<file path="src/rtl/hazard_pkg.sv">
// hazard_pkg: pipe entry record, forwarding constants and clog2 helper shared by the scoreboard
package hazard_pkg;
   localparam int MAX_RW = 8;
   localparam int FWD_RF = 0;
   typedef struct packed {
      logic              valid;
      logic [MAX_RW-1:0] rd;
      logic              we;
      logic              load;
   } entry_t;
   function automatic int clog2(input int n);
      int r = 0;
      while ((1 << r) < n) r++;
      return r;
   endfunction
endpackage

</file>
<file path="src/rtl/hs_match.sv">
// hs_match: one stage's producer compare for one source operand
module hs_match
   import hazard_pkg::*;
(
   input  logic              valid,
   input  logic              we,
   input  logic              use_s,
   input  logic [MAX_RW-1:0] rd,
   input  logic [MAX_RW-1:0] src,
   output logic              hit
);
   assign hit = valid && we && use_s && src != '0 && rd == src;
endmodule

</file>
<file path="src/rtl/hazard_scoreboard.sv">
// hazard_scoreboard: load-use stall and forwarding select; HAZARD_STATS_EN adds stall_cnt/fwd_cnt
module hazard_scoreboard
   import hazard_pkg::*;
#(
   parameter  int NREG       = 32,
   parameter  int RW         = clog2(NREG),
   parameter  int DEPTH      = 3,
   parameter  int LOAD_STAGE = 2,
   localparam int FW         = clog2(DEPTH + 1)
) (
   input  logic          CLK,
   input  logic          RST,
   input  logic          issue_valid,
   input  logic [RW-1:0] issue_rd,
   input  logic          issue_we,
   input  logic          issue_load,
   input  logic [RW-1:0] src_a,
   input  logic [RW-1:0] src_b,
   input  logic          use_a,
   input  logic          use_b,
   input  logic          flush,
   output logic          stall,
   output logic [FW-1:0] fwd_a,
`ifdef HAZARD_STATS_EN
   output logic [FW-1:0] fwd_b,
   output logic [31:0]   stall_cnt,
   output logic [31:0]   fwd_cnt
`else
   output logic [FW-1:0] fwd_b
`endif
);
   entry_t [DEPTH:1]  pipe;
   entry_t            new_e;
   logic [DEPTH:1]    hit_a, hit_b;
   logic [FW-1:0]     sel_a, sel_b;
   logic              haz_a, haz_b;
   logic [MAX_RW-1:0] sa, sb;
   assign sa = MAX_RW'(src_a);
   assign sb = MAX_RW'(src_b);
   for (genvar k = 1; k <= DEPTH; k++) begin : g_m
      hs_match u_a (.valid(pipe[k].valid), .we(pipe[k].we), .use_s(use_a), .rd(pipe[k].rd), .src(sa), .hit(hit_a[k]));
      hs_match u_b (.valid(pipe[k].valid), .we(pipe[k].we), .use_s(use_b), .rd(pipe[k].rd), .src(sb), .hit(hit_b[k]));
   end
   // scan oldest to youngest so the youngest producer overwrites
   always_comb begin
      sel_a = FW'(FWD_RF);
      sel_b = FW'(FWD_RF);
      haz_a = 1'b0;
      haz_b = 1'b0;
      for (int k = DEPTH; k >= 1; k--) begin
         sel_a = hit_a[k] ? FW'(k) : sel_a;
         sel_b = hit_b[k] ? FW'(k) : sel_b;
         haz_a = hit_a[k] ? pipe[k].load && k < LOAD_STAGE : haz_a;
         haz_b = hit_b[k] ? pipe[k].load && k < LOAD_STAGE : haz_b;
      end
   end
   assign stall = RST && issue_valid && !flush && (haz_a || haz_b);
   assign fwd_a = RST ? sel_a : FW'(FWD_RF);
   assign fwd_b = RST ? sel_b : FW'(FWD_RF);
   assign new_e = '{valid: issue_valid && !stall && !flush, rd: MAX_RW'(issue_rd), we: issue_we, load: issue_load};
   always_ff @(posedge CLK)
      pipe <= !RST ? '0 : {pipe[DEPTH-1:1], new_e};
`ifdef HAZARD_STATS_EN
   always_ff @(posedge CLK)
      if (!RST) begin
         stall_cnt <= '0;
         fwd_cnt   <= '0;
      end else begin
         stall_cnt <= stall_cnt + 32'(stall && !(&stall_cnt));
         fwd_cnt   <= fwd_cnt + 32'((fwd_a != '0 || fwd_b != '0) && !(&fwd_cnt));
      end
`endif
endmodule

</file>
<file path="config.mk">
export PLATFORM = sky130hd
export DESIGN_NAME = hazard_scoreboard
export DESIGN_NICKNAME = d
export VERILOG_FILES = /design/src/rtl/hazard_pkg.sv /design/src/rtl/hs_match.sv /design/src/rtl/hazard_scoreboard.sv
export SDC_FILE = /design/constraint.sdc
export NUM_CORES = 1
export LEC_CHECK = 0
export CAP_MARGIN = 20
export CORE_MARGIN = 8
export CORE_UTILIZATION = 45
export DETAILED_ROUTE_END_ITERATION = 8
export GPL_TIMING_DRIVEN = 0
export PLACE_DENSITY = 0.82
export SYNTH_ARGS = -nofsm -noshare
export SYNTH_HDL_FRONTEND = slang
export SYNTH_HIERARCHICAL = 1
export SYNTH_SLANG_ARGS = --single-unit
</file>
<file path="constraint.sdc">
create_clock -name CLK -period 2.2 [get_ports CLK]
set_input_delay 0.44 -clock CLK [delete_from_list [all_inputs] [get_ports CLK]]
set_output_delay 0.44 -clock CLK [all_outputs]
set_load 0.02 [all_outputs]
</file>
### Word-level counts from Yosys, hierarchy flattened

Cells that the tools add are included.

| cells by class | value |
|---|---|
| eq/ne operators | 6 |
| multiplexer cells | 10 |
| reductions and logical operators | 31 |

Operator list:

| cell | number |
|---|---|
| 5-bit equality test | 6 |
| 1-bit logical AND | 26 |
| 2-bit 2-to-1 mux | 8 |
| 8-bit nonzero test | 2 |
| 1-bit zero test | 2 |
| 1-bit 2-to-1 mux | 2 |
| 1-bit logical OR | 1 |

| storage, ports and cells | value |
|---|---|
| word-level logic and storage cells | 57 |
| register bits | 22 |
| output and inout port bits | 5 |
| input bits | 23 |

### Logic depth before layout (Yosys ltp)

| logic depth | value |
|---|---|
| depth after elaboration | 10 |
| gate-level depth with buffers | 5 |
| depth with buffers taken out | 5 |

### Cells and area by module

The synthesis kept the hierarchy.

Modules (own cells, without submodules):

| module | instances | area each (µm²) | cells an instance | sequential area each (µm²) |
|---|---|---|---|---|
| hazard_scoreboard | 1 | 680.7 | 58 | 440.4 |
| hs_match | 6 | 110.1 | 14 | 0.0 |

### Worst setup path before layout

OpenSTA, ideal clock, no wires.

| path | value |
|---|---|
| path type | input port to output port |
| start | input port src_a[2] |
| end | output port fwd_a[1] |
| setup slack | 65 ps |
| data arrival time | 1695 ps |
| stages on the path | 5 |
| data required time | 1760 ps |
| buffers on the path | 0 |
| path through | xnor2_1 nand3_1 a2111oi_1 nor2_1 nor3b_1 |

| on the way | value |
|---|---|
| elaborated cells on any way between the ends | 14 |
| classes of those cells | 3 x eq/ne; 4 x mux; 7 x reduce/logical |

RTL lines:

| what | line | text |
|---|---|---|
| start, declared | hazard_scoreboard.sv:17 | `input logic [RW-1:0] src_a,` |
| 8-bit nonzero test | hs_match.sv:12 | `assign hit = valid && we && use_s && src != '0 && rd == src;` |
| 1-bit logical AND | hs_match.sv:12 |  |
| 1-bit logical AND * | hs_match.sv:12 |  |
| named net hit_a (one bit) | hazard_scoreboard.sv:34 | `logic [DEPTH:1] hit_a, hit_b;` |
| 2-bit 2-to-1 mux * (2 in a row) | hazard_scoreboard.sv:51 | `sel_a = hit_a[k] ? FW'(k) : sel_a;` |
| 2-bit 2-to-1 mux * | hazard_scoreboard.sv:58 | `assign fwd_a = RST ? sel_a : FW'(FWD_RF);` |
| end, declared | hazard_scoreboard.sv:23 | `output logic [FW-1:0] fwd_a,` |

Mark *: on every way through the listed nets, which the timed path passes. The rest lies on a longest branch.

### Final worst setup path

| path | value |
|---|---|
| start | register pipe[13] (netlist name) |
| end | output port fwd_b[1] |

| on the way | value |
|---|---|
| cells in the longest elaborated chain, start to end | 5 |

Ends and longest elaborated chain:

| what | line | text |
|---|---|---|
| start, declared | hazard_scoreboard.sv:32 | `entry_t [DEPTH:1] pipe;` |
| start signal, assigned | hazard_scoreboard.sv:62 | `pipe <= !RST ? '0 : {pipe[DEPTH-1:1], new_e};` |
| 5-bit equality test | hs_match.sv:12 |  |
| 1-bit logical AND | hs_match.sv:12 |  |
| named net hit_b (one bit) | hazard_scoreboard.sv:34 |  |
| 2-bit 2-to-1 mux (2 in a row) | hazard_scoreboard.sv:52 | `sel_b = hit_b[k] ? FW'(k) : sel_b;` |
| 2-bit 2-to-1 mux | hazard_scoreboard.sv:59 | `assign fwd_b = RST ? sel_b : FW'(FWD_RF);` |
| end, declared | hazard_scoreboard.sv:29 | `output logic [FW-1:0] fwd_b` |

The timed path passes the listed nets, and every way through them passes these cells.

==> impl_metrics.ini <==
[floorplanning]
die_height_um = 70.6
dieWidth_um = 70.6
core_area_sq_um = 2950
std_cell_rows = 20
die_area_sq_um = 4980
num_io_pins = 28
starting_density_of_the_core = 0.454

[sta]
min_period_over_period = 1.03
final.setup.tns_ns = -0.155
worst_pin_slew_ns = 0.516
final.setup.worst_slack_ns = -0.0604
minimum_period_implied_by_the_final_worst_setup_slack_ns = 2.26
report.final.setup_viol = 5
max_slew_margin = 0.653
timing_hold_violations_final = 0
unrepaired_setup_endpoints_after_global_routing = true
hold-worst-slack_ns = 0.506
maxClockFrequency_mhz = 442
final.setup_skew_ns = 0.000721
timing_max_transition_violations_final = 0

[route]
initialDrtViolationCount = 44
vias_per_cell = 4.75
drcViolationCount = 0
ant_nets = 0
drt-wirelength-per-cell_um = 14.3
dr.pass1.iters = 5
finalWirelength_um = 3730
route.vias.total = 1234

[setup_path]
critical_path_peak_fanout = 3
worstPathRequired_ns = 1.76
cp.arrival_ns = 1.82
critPathLaunchType = register
critical_path.endpoint_type = primary output
worst_r2r_path_depth = 5
timing_worst_setup_path_type = register to primary output

[yosys]
ys_warn_count = 6
postSynthAreaPerCell_sq_um = 9.45
post_synth_xor_area_fraction = 0.313
synthesized_area_fraction_occupied_by_ao_oa_aoi_and_oai_cells = 0.0597
synth_top_family_by_area = XOR/XNOR gates
synthAdderAreaFrac = 0
part_of_the_yosys_area_used_for_sequential_elements = 0.328
ys_ff_latch = 22
mux_share_of_post_synthesis_cell_area = 0
netlist_instances = 142
post_synth_num_cell_types = 16
area_fraction_in_and_or_nand_and_nor_cells_after_synthesis = 0.279
mappedNetlistArea_sq_um = 1340

[layout]
design_area_sq_um = 2080
area_delta_synth_final_pct = 55.3
layout_commonest_cell = conb_1
finish.net_count = 252
final_cell_mix = conb_1, xnor2_1, and2_1, nand4_1
instances_no_fill = 260
regMostFlops = pipe
largestRegisters = pipe (22)
layout_cells_sized_above_1 = 0.300
final_core_util = 0.706
largest_reg_flops = 22
antenna_cells = 0

[power_and_ir_drop]
sequentialPowerShare = 0.517
netSwitchingPower_mw = 0.245
netSwitchingFraction = 0.294
powerDensity_nw_per_um2 = 400
p_leak_nw = 0.727
cellInternalPower_mw = 0.588
total_power_mw = 0.834
combPwrFrac = 0.260
p_clk_frac = 0.223
irDropWorstVdd_uv = 280

[global_routing]
grt_remaining_overflow = 0
pin_count_of_the_biggest_net_entering_global_routing = 12
grt_pass1_wl_um = 5780
number_of_antenna_violations_at_the_first_check_in_global_routing = 0
grt.total_usage = 0.144
vias_in_the_first_global_route = 1287

[placed_design]
hpwl_after_dpl_um = 2560
placed_area_sq_um = 1850
placedCellCount = 255
post-place-ws_ns = -1.23
portBuffers = 27
gpl.final_weighted_congestion = 0.753

[outcome]
run_status = finished with violations
failed_checks = setup timing

[cts]
cts_hold_repair.buffers = 0
cts_tree = yes
cts_htree_levels = 1
tritoncts_num_sinks = 22
cts.path.max_buffers = 2
path_clk_slew_ns = 0.12
tritoncts.num_buffers = 3
clkLatencyLatePin_ns = 0.31
clk_root_buffer_cell = clkbuf_4

[hold_path]
worstHoldPathType = register to register
worst_hold_path.num_cells = 1

[flow_run]
maxCapViolCount = 0
-- worst paths after layout --
path,start,endpoint,slack [ns]
worst max-delay path,pipe[13],fwd_b[1],-0.06
worst min-delay path,pipe[1],pipe[12],0.51
worst max register to register,pipe[3],pipe[10],0.74
worst min register to register,pipe[1],pipe[12],0.51
-- repair_timing --
item / 4_1_cts / 5_1_grt
setup buffers: 1 / 1
gates cloned: 0 / 0
setup endpoints to repair: 6 / 5
resized for setup: 112 / 16
pin swaps: 22 / 9
-- cell type report --
cell class	instances	area, sq um
timing repair buffer	29	228
multi-input combinational	171	1310
tap	33	41.3
sequential	22	460
fill	223	870
buffer	2	22.5
clock buffer	3	22.5
-- Yosys cell counts, drive strengths merged --
master | n | share of area
nand3 | 6 | 0.022
xnor2 | 48 | 0.31
o21a | 2 | 0.011
a2111oi | 6 | 0.045
nor2b | 3 | 0.014
o21ai | 1 | 0.0037
nor3b | 2 | 0.011
nor2 | 3 | 0.0084
nand4 | 12 | 0.056
conb | 1 | 0.0028
and2 | 21 | 0.11
nor4 | 12 | 0.056
buf | 2 | 0.017
nand3b | 1 | 0.0056
dfxtp | 22 | 0.33
-- worst max-delay path, stage by stage, from the launching register on --
cell and delay [ns]:
dfxtp_2 0.36, xnor2_1 0.18, nand3_1 0.14, a2111oi_4 0.38, nor2_1 0.10, nor3b_2 0.18
buf_4 0.17
-- logic make-up after synthesis --
family	after synthesis
buffers and inverters	2
DFF	22
xor gates and xnor gates	48
other	1
and+or+nand+nor	60
AOI/OAI and AO/OA	9
-- power groups by stage --
stage | Clock [mW] | Sequential (mW) | Combinational, mW
CTS | 0.187 | 0.430 | 0.193
detailed placement | 0 | 0.437 | 0.185
floorplan | 0 | 0.434 | 0.114
global placement | 0 | 0.436 | 0.183
finish | 0.186 | 0.431 | 0.217
global route | 0.205 | 0.433 | 0.236
-- routing by layer --
metal / vias up / global-route usage / share of wire
li1: 623 / - / -
met1: 576 / 0.151 / 0.40
met2: 29 / 0.273 / 0.54
met3: 6 / 0.0339 / 0.037
met4: 0 / 0.0439 / 0.020
met5: - / 0 / 0
(Power assumes the default switching activity.)
